$ cat src/rtl/lap_timer_pkg.sv
// Shared types and constants for the lap timer: status encodings,
// seconds limits and the seconds clamp used when presetting the count.
package lap_timer_pkg;

  localparam int unsigned SEC_W = 6;
  localparam logic [SEC_W-1:0] SEC_MAX = 6'd59;

  typedef enum logic [1:0] {
    ST_IDLE    = 2'b00,
    ST_RUNNING = 2'b01,
    ST_PAUSED  = 2'b10,
    ST_EXPIRED = 2'b11
  } status_t;

  function automatic logic [SEC_W-1:0] clamp_sec(input logic [SEC_W-1:0] s);
    return (s > SEC_MAX) ? SEC_MAX : s;
  endfunction

endpackage

$ cat src/rtl/lap_timer_tick_prescaler.sv
// Divides clk by CLK_DIV while enabled; tick_c marks the last cycle of each period.
module tick_prescaler #(
  parameter int unsigned CLK_DIV = 1
) (
  input  logic clk,
  input  logic rst,
  input  logic en,
  input  logic clr,
  output logic tick_c
);

  localparam int unsigned CNT_W = (CLK_DIV > 1) ? $clog2(CLK_DIV) : 1;
  localparam logic [CNT_W-1:0] LAST = CNT_W'(CLK_DIV - 1);

  logic [CNT_W-1:0] cnt;

  assign tick_c = en && (cnt == LAST);

  always_ff @(posedge clk or posedge rst) begin
    if (rst)         cnt <= '0;
    else if (clr)    cnt <= '0;
    else if (en)     cnt <= tick_c ? '0 : cnt + CNT_W'(1);
  end

endmodule

$ cat src/rtl/lap_timer.sv
// Minutes:seconds up/down timer with split capture, preset load and
// wrap/expiry event pulses.
module lap_timer
  import lap_timer_pkg::*;
#(
  parameter int unsigned CLK_DIV = 1,
  parameter int unsigned MIN_W   = 8,
  parameter int unsigned MIN_MAX = 99
) (
  input  logic             clk,
  input  logic             rst,
  input  logic             start,
  input  logic             stop,
  input  logic             clear,
  input  logic             lap,
  input  logic             load,
  input  logic             dir,
  input  logic [MIN_W-1:0] load_min,
  input  logic [5:0]       load_sec,
  output logic [MIN_W-1:0] minutes,
  output logic [5:0]       seconds,
  output logic [MIN_W-1:0] lap_min,
  output logic [5:0]       lap_sec,
  output logic             lap_valid,
  output logic [1:0]       status,
  output logic             wrap,
  output logic             expired
);

  localparam logic [MIN_W-1:0] MIN_TOP = MIN_W'(MIN_MAX);

  status_t          state, state_d;
  logic [MIN_W-1:0] min_d, lap_min_d;
  logic [5:0]       sec_d, lap_sec_d;
  logic             lap_valid_d, wrap_d, exp_pend, exp_pend_d, dir_q, dir_d;
  logic             tick_c, expire_c, pre_clr_c;

  tick_prescaler #(.CLK_DIV(CLK_DIV)) u_prescaler (
    .clk    (clk),
    .rst    (rst),
    .en     (state == ST_RUNNING),
    .clr    (pre_clr_c),
    .tick_c (tick_c)
  );

  assign status   = state;
  assign expire_c = tick_c && dir_q && (minutes == '0) && (seconds == 6'd1);

  // Next-state: tick first, then lap, then the command chain may override.
  always_comb begin
    state_d     = state;
    min_d       = minutes;
    sec_d       = seconds;
    lap_min_d   = lap_min;
    lap_sec_d   = lap_sec;
    lap_valid_d = lap_valid;
    wrap_d      = 1'b0;
    exp_pend_d  = 1'b0;
    dir_d       = dir_q;
    pre_clr_c   = 1'b0;

    if (tick_c) begin
      if (!dir_q) begin
        if (seconds == SEC_MAX) begin
          sec_d = '0;
          if (minutes == MIN_TOP) begin
            min_d  = '0;
            wrap_d = 1'b1;
          end else begin
            min_d = minutes + MIN_W'(1);
          end
        end else begin
          sec_d = seconds + 6'd1;
        end
      end else begin
        if (seconds == '0) begin
          sec_d = SEC_MAX;
          min_d = minutes - MIN_W'(1);
        end else begin
          sec_d = seconds - 6'd1;
        end
        if (expire_c) begin
          state_d    = ST_EXPIRED;
          exp_pend_d = 1'b1;
        end
      end
    end

    if (lap && (state == ST_RUNNING || state == ST_PAUSED)) begin
      lap_min_d   = minutes;
      lap_sec_d   = seconds;
      lap_valid_d = 1'b1;
    end

    if (clear) begin
      state_d     = ST_IDLE;
      min_d       = '0;
      sec_d       = '0;
      lap_min_d   = '0;
      lap_sec_d   = '0;
      lap_valid_d = 1'b0;
      wrap_d      = 1'b0;
      exp_pend_d  = 1'b0;
      pre_clr_c   = 1'b1;
    end else if (load) begin
      if (state != ST_RUNNING) begin
        min_d     = (load_min > MIN_TOP) ? MIN_TOP : load_min;
        sec_d     = clamp_sec(load_sec);
        pre_clr_c = 1'b1;
        if (state == ST_EXPIRED) state_d = ST_IDLE;
      end
    end else if (stop) begin
      if (state == ST_RUNNING && !expire_c) state_d = ST_PAUSED;
    end else if (start) begin
      // A down-count from 00:00 would underflow, so it never starts.
      if ((state == ST_IDLE || state == ST_PAUSED) &&
          !(dir && minutes == '0 && seconds == '0)) begin
        state_d = ST_RUNNING;
        dir_d   = dir;
      end
    end
  end

  always_ff @(posedge clk or posedge rst) begin
    if (rst) begin
      state     <= ST_IDLE;
      minutes   <= '0;
      seconds   <= '0;
      lap_min   <= '0;
      lap_sec   <= '0;
      lap_valid <= 1'b0;
      wrap      <= 1'b0;
      exp_pend  <= 1'b0;
      expired   <= 1'b0;
      dir_q     <= 1'b0;
    end else begin
      state     <= state_d;
      minutes   <= min_d;
      seconds   <= sec_d;
      lap_min   <= lap_min_d;
      lap_sec   <= lap_sec_d;
      lap_valid <= lap_valid_d;
      wrap      <= wrap_d;
      exp_pend  <= exp_pend_d;
      expired   <= exp_pend;
      dir_q     <= dir_d;
    end
  end

endmodule

$ cat config.mk
export PLATFORM = sky130hd
export DESIGN_NAME = lap_timer
export DESIGN_NICKNAME = d
export VERILOG_FILES = /design/src/rtl/lap_timer_pkg.sv /design/src/rtl/lap_timer_tick_prescaler.sv /design/src/rtl/lap_timer.sv
export SDC_FILE = /design/constraint.sdc
export NUM_CORES = 1
export LEC_CHECK = 0
export CAP_MARGIN = 20
export CORE_ASPECT_RATIO = 1.1
export CORE_MARGIN = 5
export CORE_UTILIZATION = 51
export CTS_BUF_LIST = sky130_fd_sc_hd__clkbuf_8 sky130_fd_sc_hd__clkbuf_16
export DETAILED_ROUTE_END_ITERATION = 10
export PLACE_DENSITY = 0.8
export SLEW_MARGIN = 15
export SYNTH_ARGS = -nofsm -noshare
export SYNTH_HDL_FRONTEND = slang
export SYNTH_SLANG_ARGS = --single-unit
$ cat constraint.sdc
create_clock -name clk -period 2.6 [get_ports clk]
set_input_delay 0.78 -clock clk [delete_from_list [all_inputs] [get_ports clk]]
set_output_delay 0.78 -clock clk [all_outputs]
set_load 0.01 [all_outputs]
# Yosys cells after proc, flatten, opt, wreduce, memory -nomap -nowiden
# Cells that the tools add are included.
# word_totals
elab_cells	97
output_inout_bits	33
ff_bits	36
# op_classes
eq_ne	7
n_reduce_logical	19
magnitude_cmp	2
n_addsub	5
bitwise_logic	4
mux	49
# ops
op	count
two-way mux 8 bit	11
two-way mux 6 bit	10
two-way mux 2 bit	11
two-way mux 1 bit	17
logical AND 1 bit	9
adder 8 x 1 -> 8 bit (second input constant)	1
== test 8 x 7 -> 1 bit (second input constant)	1
> comparator 8 x 7 -> 1 bit (second input constant)	1
logical NOT 8 bit	1
subtractor 8 x 1 -> 8 bit (second input constant)	1
adder 6 x 1 -> 6 bit (second input constant)	1
== test 6 x 1 -> 1 bit (second input constant)	1
== test 6 bit (second input constant)	1
> comparator 6 bit (second input constant)	1
logical NOT 6 bit	1
subtractor 6 x 1 -> 6 bit (second input constant)	1
AND reduction 5 bit	1
== test 2 bit (second input constant)	2
inverter 1 bit	4
nonzero test 2 bit	2
== test 2 x 1 -> 1 bit (second input constant)	1
logical NOT 1 bit	2
logical NOT 2 bit	1
logical OR 1 bit	2
other kinds (2)	2

# Logic depth before layout (Yosys ltp)
# logic_depth
ltp_word	13
depth_mapped	9
mapped_depth_nobuf	7

# By module
# Synthesis repeated with hierarchy kept, for this count alone.
# unflattened
cells_unflattened	320
hier_area_um2	2541.2
# by_module_without_submodules
module	instances	cells_each	area_per_inst_um2	seq_area_each_um2
lap_timer	1	316	2491.1	875.8
tick_prescaler	1	4	50.0	25.0

# Least setup slack after synthesis
# Ideal clock, no wire load.
# synth_path
path_type	register to register
from	reg state[1] (netlist: status[1])
to	reg minutes[4]
path_stages_with_launch	10
n_path_buf	2
required_time_ps	2506
arrival_ps	1814
period_less_slack_ps	1908
setup_ps	94
path_slack_ps	692
cell_sequence	dfrtp_1 inv_1 ha_1 buf_2 nor2b_1 clkbuf_1 nor2_1 a32oi_1 a21boi_1 a221oi_2
# synth_via
elab_chain_len	6
# synth_rtl
item	line	source
from (decl)	lap_timer.sv:32	status_t state, state_d;
from (signal assigned)	lap_timer.sv:137	state <= state_d;
== test 2 x 1 -> 1 bit	lap_timer.sv:41	.en (state == ST_RUNNING),
logical AND 1 bit	lap_timer_tick_prescaler.sv:17	assign tick_c = en && (cnt == LAST);
two-way mux 8 bit	lap_timer.sv:62	if (tick_c) begin
two-way mux 8 bit	lap_timer.sv:106	if (state != ST_RUNNING) begin
two-way mux 8 bit *	lap_timer.sv:105	end else if (load) begin
two-way mux 8 bit *	lap_timer.sv:95	if (clear) begin
via min_d[4]	lap_timer.sv:33	logic [MIN_W-1:0] min_d, lap_min_d;
to (signal assigned)	lap_timer.sv:138	minutes <= min_d;
to (decl)	lap_timer.sv:20	output logic [MIN_W-1:0] minutes,
# The timed path passes the listed nets; every way through them passes the cells marked *.
# A chain may end at the register's enable or synchronous reset.

# Final worst setup path
# layout_path
from	reg seconds[3]
to	out seconds[3]
# layout_rtl
item	line	source
from (decl)	lap_timer.sv:21	output logic [5:0] seconds,
from (signal assigned)	lap_timer.sv:128	seconds <= '0;
from (signal assigned)	lap_timer.sv:139	seconds <= sec_d;
# No word-level cell between the ends.

==> impl_metrics.csv <==
group,metric,value,unit
status,status,"complete, no violations",
placement,portBuffers,54,
synth,ys_seq_elements,36,
sta,hold_ws,355,ps
placement,place_congestion,0.938,
critical_path,crit_slowest_cell,"dfrtp_1",
finish,layout.nets,390,
clock_tree,cts_tree,"done",
finish,fin_util,0.688,
sta,fin_crit_sh,0.932,
synth,synth_edf_count,0,
critical_path,worstPathRequired,1820,ps
synth,dominantRegCellSynth,"dfrtp_1",
floorplanning,coreArea,4680,sq um
finish,fin_area,3220,sq um
synth,synth.avg_cell_area,8.12,sq um
routing,drc,0,
clock_tree,clk_latency,290,ps
critical_path,setup.worst_path.class,"register to primary output",
placement,hpwl,5.41,mm
sta,period_minus_slack,2420,ps
routing,viasPerCell,6.21,
clock_tree,cts-root-buf,"clkbuf_8",
synth,seq_area_frac_synth,0.363,
synth,synth_area,2480,sq um
critical_path,rr_worst_depth,7,
sta,setup_tns,0,ps
critical_path,crit_buf_inv,1,
critical_path,startpoint_type,"register",
global_route,grt_overflow,0,
sta,setup_viol,0,
sta,worst_pin_slew,597,ps
min_path,hold_depth,0,
synth,synth_top_area_cell,"dfrtp_1",
synth,synth_top_cell_area_share,0.363,
floorplanning,initial_core_util,0.530,
critical_path,critPathTopFamily,"flip-flops",
power_and_ir_drop,power_density,487,nW/um^2
sta,rsz0062_at_grt,"false",
sta,fmax,0.412,GHz
floorplanning,fp-row-count,26,
global_route,antenna_found_initial,0,
clock_tree,ctsHoldBuffers,0,
power_and_ir_drop,ir_drop,0.000383,V
routing,drtIter0Drc,284,
finish,insertedDiodeCount,0,
global_route,grt_pass1_vias,2405,
sta,maxSlewHeadroom,0.601,
synth,netlist_instances,306,
synth,yosys-top-cells-area,"dfrtp_1 (36%), nand2_1 (6.5%), a21oi_1 (5.4%), ha_1 (5.0%), nand3_1 (2.8%)",
global_route,grt_start_max_net_pins,37,
synth,async_reset_ff_frac,1.00,
critical_path,path_cells,"clkdlybuf4s50_1",
critical_path,end_kind,"primary output",
clock_tree,h-tree-depth,2,
finish,syn_to_final_growth,29.6,%
critical_path,worst-path-max-fanout,16,
routing,vias,2576,
routing,wl,7.52,mm
critical_path,critPathArrivalTime,1640,ps
floorplanning,dieHeight,83.2,um
global_route,grt_usage,0.228,
synth,ys_types,55,
floorplanning,dieArea,6370,sq um
clock_tree,clk_pin_slew,70,ps
clock_tree,clk_path_buf_depth,2,
placement,placed_area,3110,sq um
critical_path,crit_cells,1,
clock_tree,cts.sinks,36,
sta,hold_viol,0,
routing,post_drt_wl_per_cell,18.1,um
routing,ant_nets,0,
job,drv_cap,0,
finish,nFillCells,407,
placement,placedCellCount,407,
floorplanning,die_x,76.6,um
clock_tree,cts_buffers,5,
critical_path,slowest_delay,710,ps
floorplanning,num_io_pins,55,
sta,drv_slew,0,
synth,ys.warnings.count,0,
finish,final_cells,415,
synth,syn_nets,338,
sta,skew,3.88,ps
clock_tree,post_cts_buffers,0,
routing,drt-pass1-iter-count,6,
clock_tree,cts.repair.resized,0,
min_path,hold_class,"register to register",
finish,drive_above_1_share,0.0891,
global_route,grt_pass1_wl,12.1,mm
power_and_ir_drop,power_leakage,0.00131,uW
## layout make-up
cell class	instances	area, sq um	area share
Clock inverter	3	38.8	0.0120
Clock buffer	5	68.8	0.0214
Timing Repair Buffer	70	661	0.205
Multi-Input combinational cell	232	1430	0.445
Tap cell	56	70.1	0.0218
Sequential cell	36	901	0.280
Inverter	13	48.8	0.0152
## flip-flops by register name, indices dropped and copies added, names as in the netlist
signal / flops
expired: 1
status: 2
u_prescaler.cnt: 1
lap_valid: 1
wrap: 1
dir_q: 1
lap_sec: 6
minutes: 8
lap_min: 8
seconds: 6
exp_pend: 1
## through the flow
stage | worst slack (ps) | total power [uW]
floorplan | 692 | 909
global placement | 226 | 1080
detailed placement | 205 | 1080
CTS | 173 | 1570
global route | 106 | 1640
finish | 176 | 1570
## power breakdown
| group | internal (uW) | switching (uW) | leakage [uW] |
|---|---|---|---|
| logic | 202 | 236 | 0.000756 |
| clock network | 281 | 204 | 0.0000593 |
| registers | 584 | 61.0 | 0.000491 |
## synthesized netlist by cell type (all sizes together) (2+ instances only)
cell / n
nor2: 19
a21oi: 27
buf: 8
a31oi: 11
o32ai: 2
dfrtp: 36
a21boi: 2
nand4: 4
a211o: 2
inv: 13
nor4b: 2
nand3b: 2
a221oi: 3
o21a: 3
xor2: 2
o21ai: 13
a21o: 2
a31o: 2
ha: 10
nor3b: 2
a32o: 2
o22ai: 3
nand2b: 5
nand2: 43
a22oi: 3
a211oi: 2
nor4: 7
nand3: 14
nor3: 9
clkbuf: 17
o211ai: 2
o31ai: 2
xnor2: 5
and3: 3
a32oi: 3
nor2b: 7
mux2i: 2
## cells in the final DEF, fill, tap and decap left out, types with 2 or more instances in the layout
| cell type | Yosys | routed |
|---|---|---|
| dfrtp_1 | 36 | 36 |
| o21ai_0 | 13 | 13 |
| o31ai_1 | 2 | 2 |
| a31o_2 | 2 | 2 |
| a21oi_1 | 27 | 27 |
| nor3b_1 | 2 | 2 |
| a21o_1 | 2 | 2 |
| nor2_1 | 18 | 18 |
| nand3_1 | 14 | 14 |
| mux2i_1 | 2 | 2 |
| a31oi_1 | 11 | 11 |
| a221oi_1 | 2 | 2 |
| xnor2_1 | 5 | 5 |
| nor4b_1 | 2 | 2 |
| inv_1 | 13 | 14 |
| clkbuf_8 | 0 | 5 |
| nand3b_1 | 2 | 2 |
| o211ai_1 | 2 | 2 |
| nand2b_1 | 5 | 5 |
| clkdlybuf4s50_1 | 0 | 54 |
| ha_1 | 10 | 10 |
| o22ai_1 | 3 | 3 |
| nand4_1 | 4 | 4 |
| o21a_1 | 3 | 3 |
| buf_4 | 0 | 16 |
| and3_1 | 3 | 3 |
| a22oi_1 | 3 | 3 |
| a211o_1 | 2 | 2 |
| nand2_1 | 43 | 43 |
| a32oi_1 | 3 | 3 |
| xor2_1 | 2 | 2 |
| nor2b_1 | 7 | 7 |
| a211oi_1 | 2 | 2 |
| nor3_1 | 8 | 8 |
| nor4_1 | 7 | 7 |
| a32o_1 | 2 | 2 |
## path summary, 6_finish.rpt
| check | slack [ps] | startpoint | to |
|---|---|---|---|
| min reg2reg | 360 | exp_pend | expired |
| min in group asynchronous | 910 | rst | lap_min[5] |
| max in group asynchronous | 1360 | rst | minutes[4] |
| min | 360 | exp_pend | expired |
| max reg2reg | 280 | status[1] | seconds[3] |
| max | 180 | seconds[3] | seconds[3] |
## layer usage
layer | vias up | wire, um | track usage | part of all wire
met4 | 0 | 171 | 0.0668 | 0.023
met2 | 117 | 3590 | 0.368 | 0.48
li1 | 1209 | - | - | -
met1 | 1234 | 3240 | 0.307 | 0.43
met3 | 16 | 524 | 0.0487 | 0.070
met5 | - | 0 | 0 | 0
## cells by family (layout without fill, tap and decap cells)
group                      count (synthesis)  in the layout  share of synthesized area
AOI/OAI and AO/OA                         89             89                      0.240
adders and majority gates                 10             10                     0.0504
muxes                                      3              3                     0.0126
buffers and inverters                     38             91                     0.0609
xor gates and xnor gates                   7              7                     0.0247
DFF                                       36             36                      0.363
and+or+nand+nor                          123            123                      0.249
(Power assumes the default switching activity.)
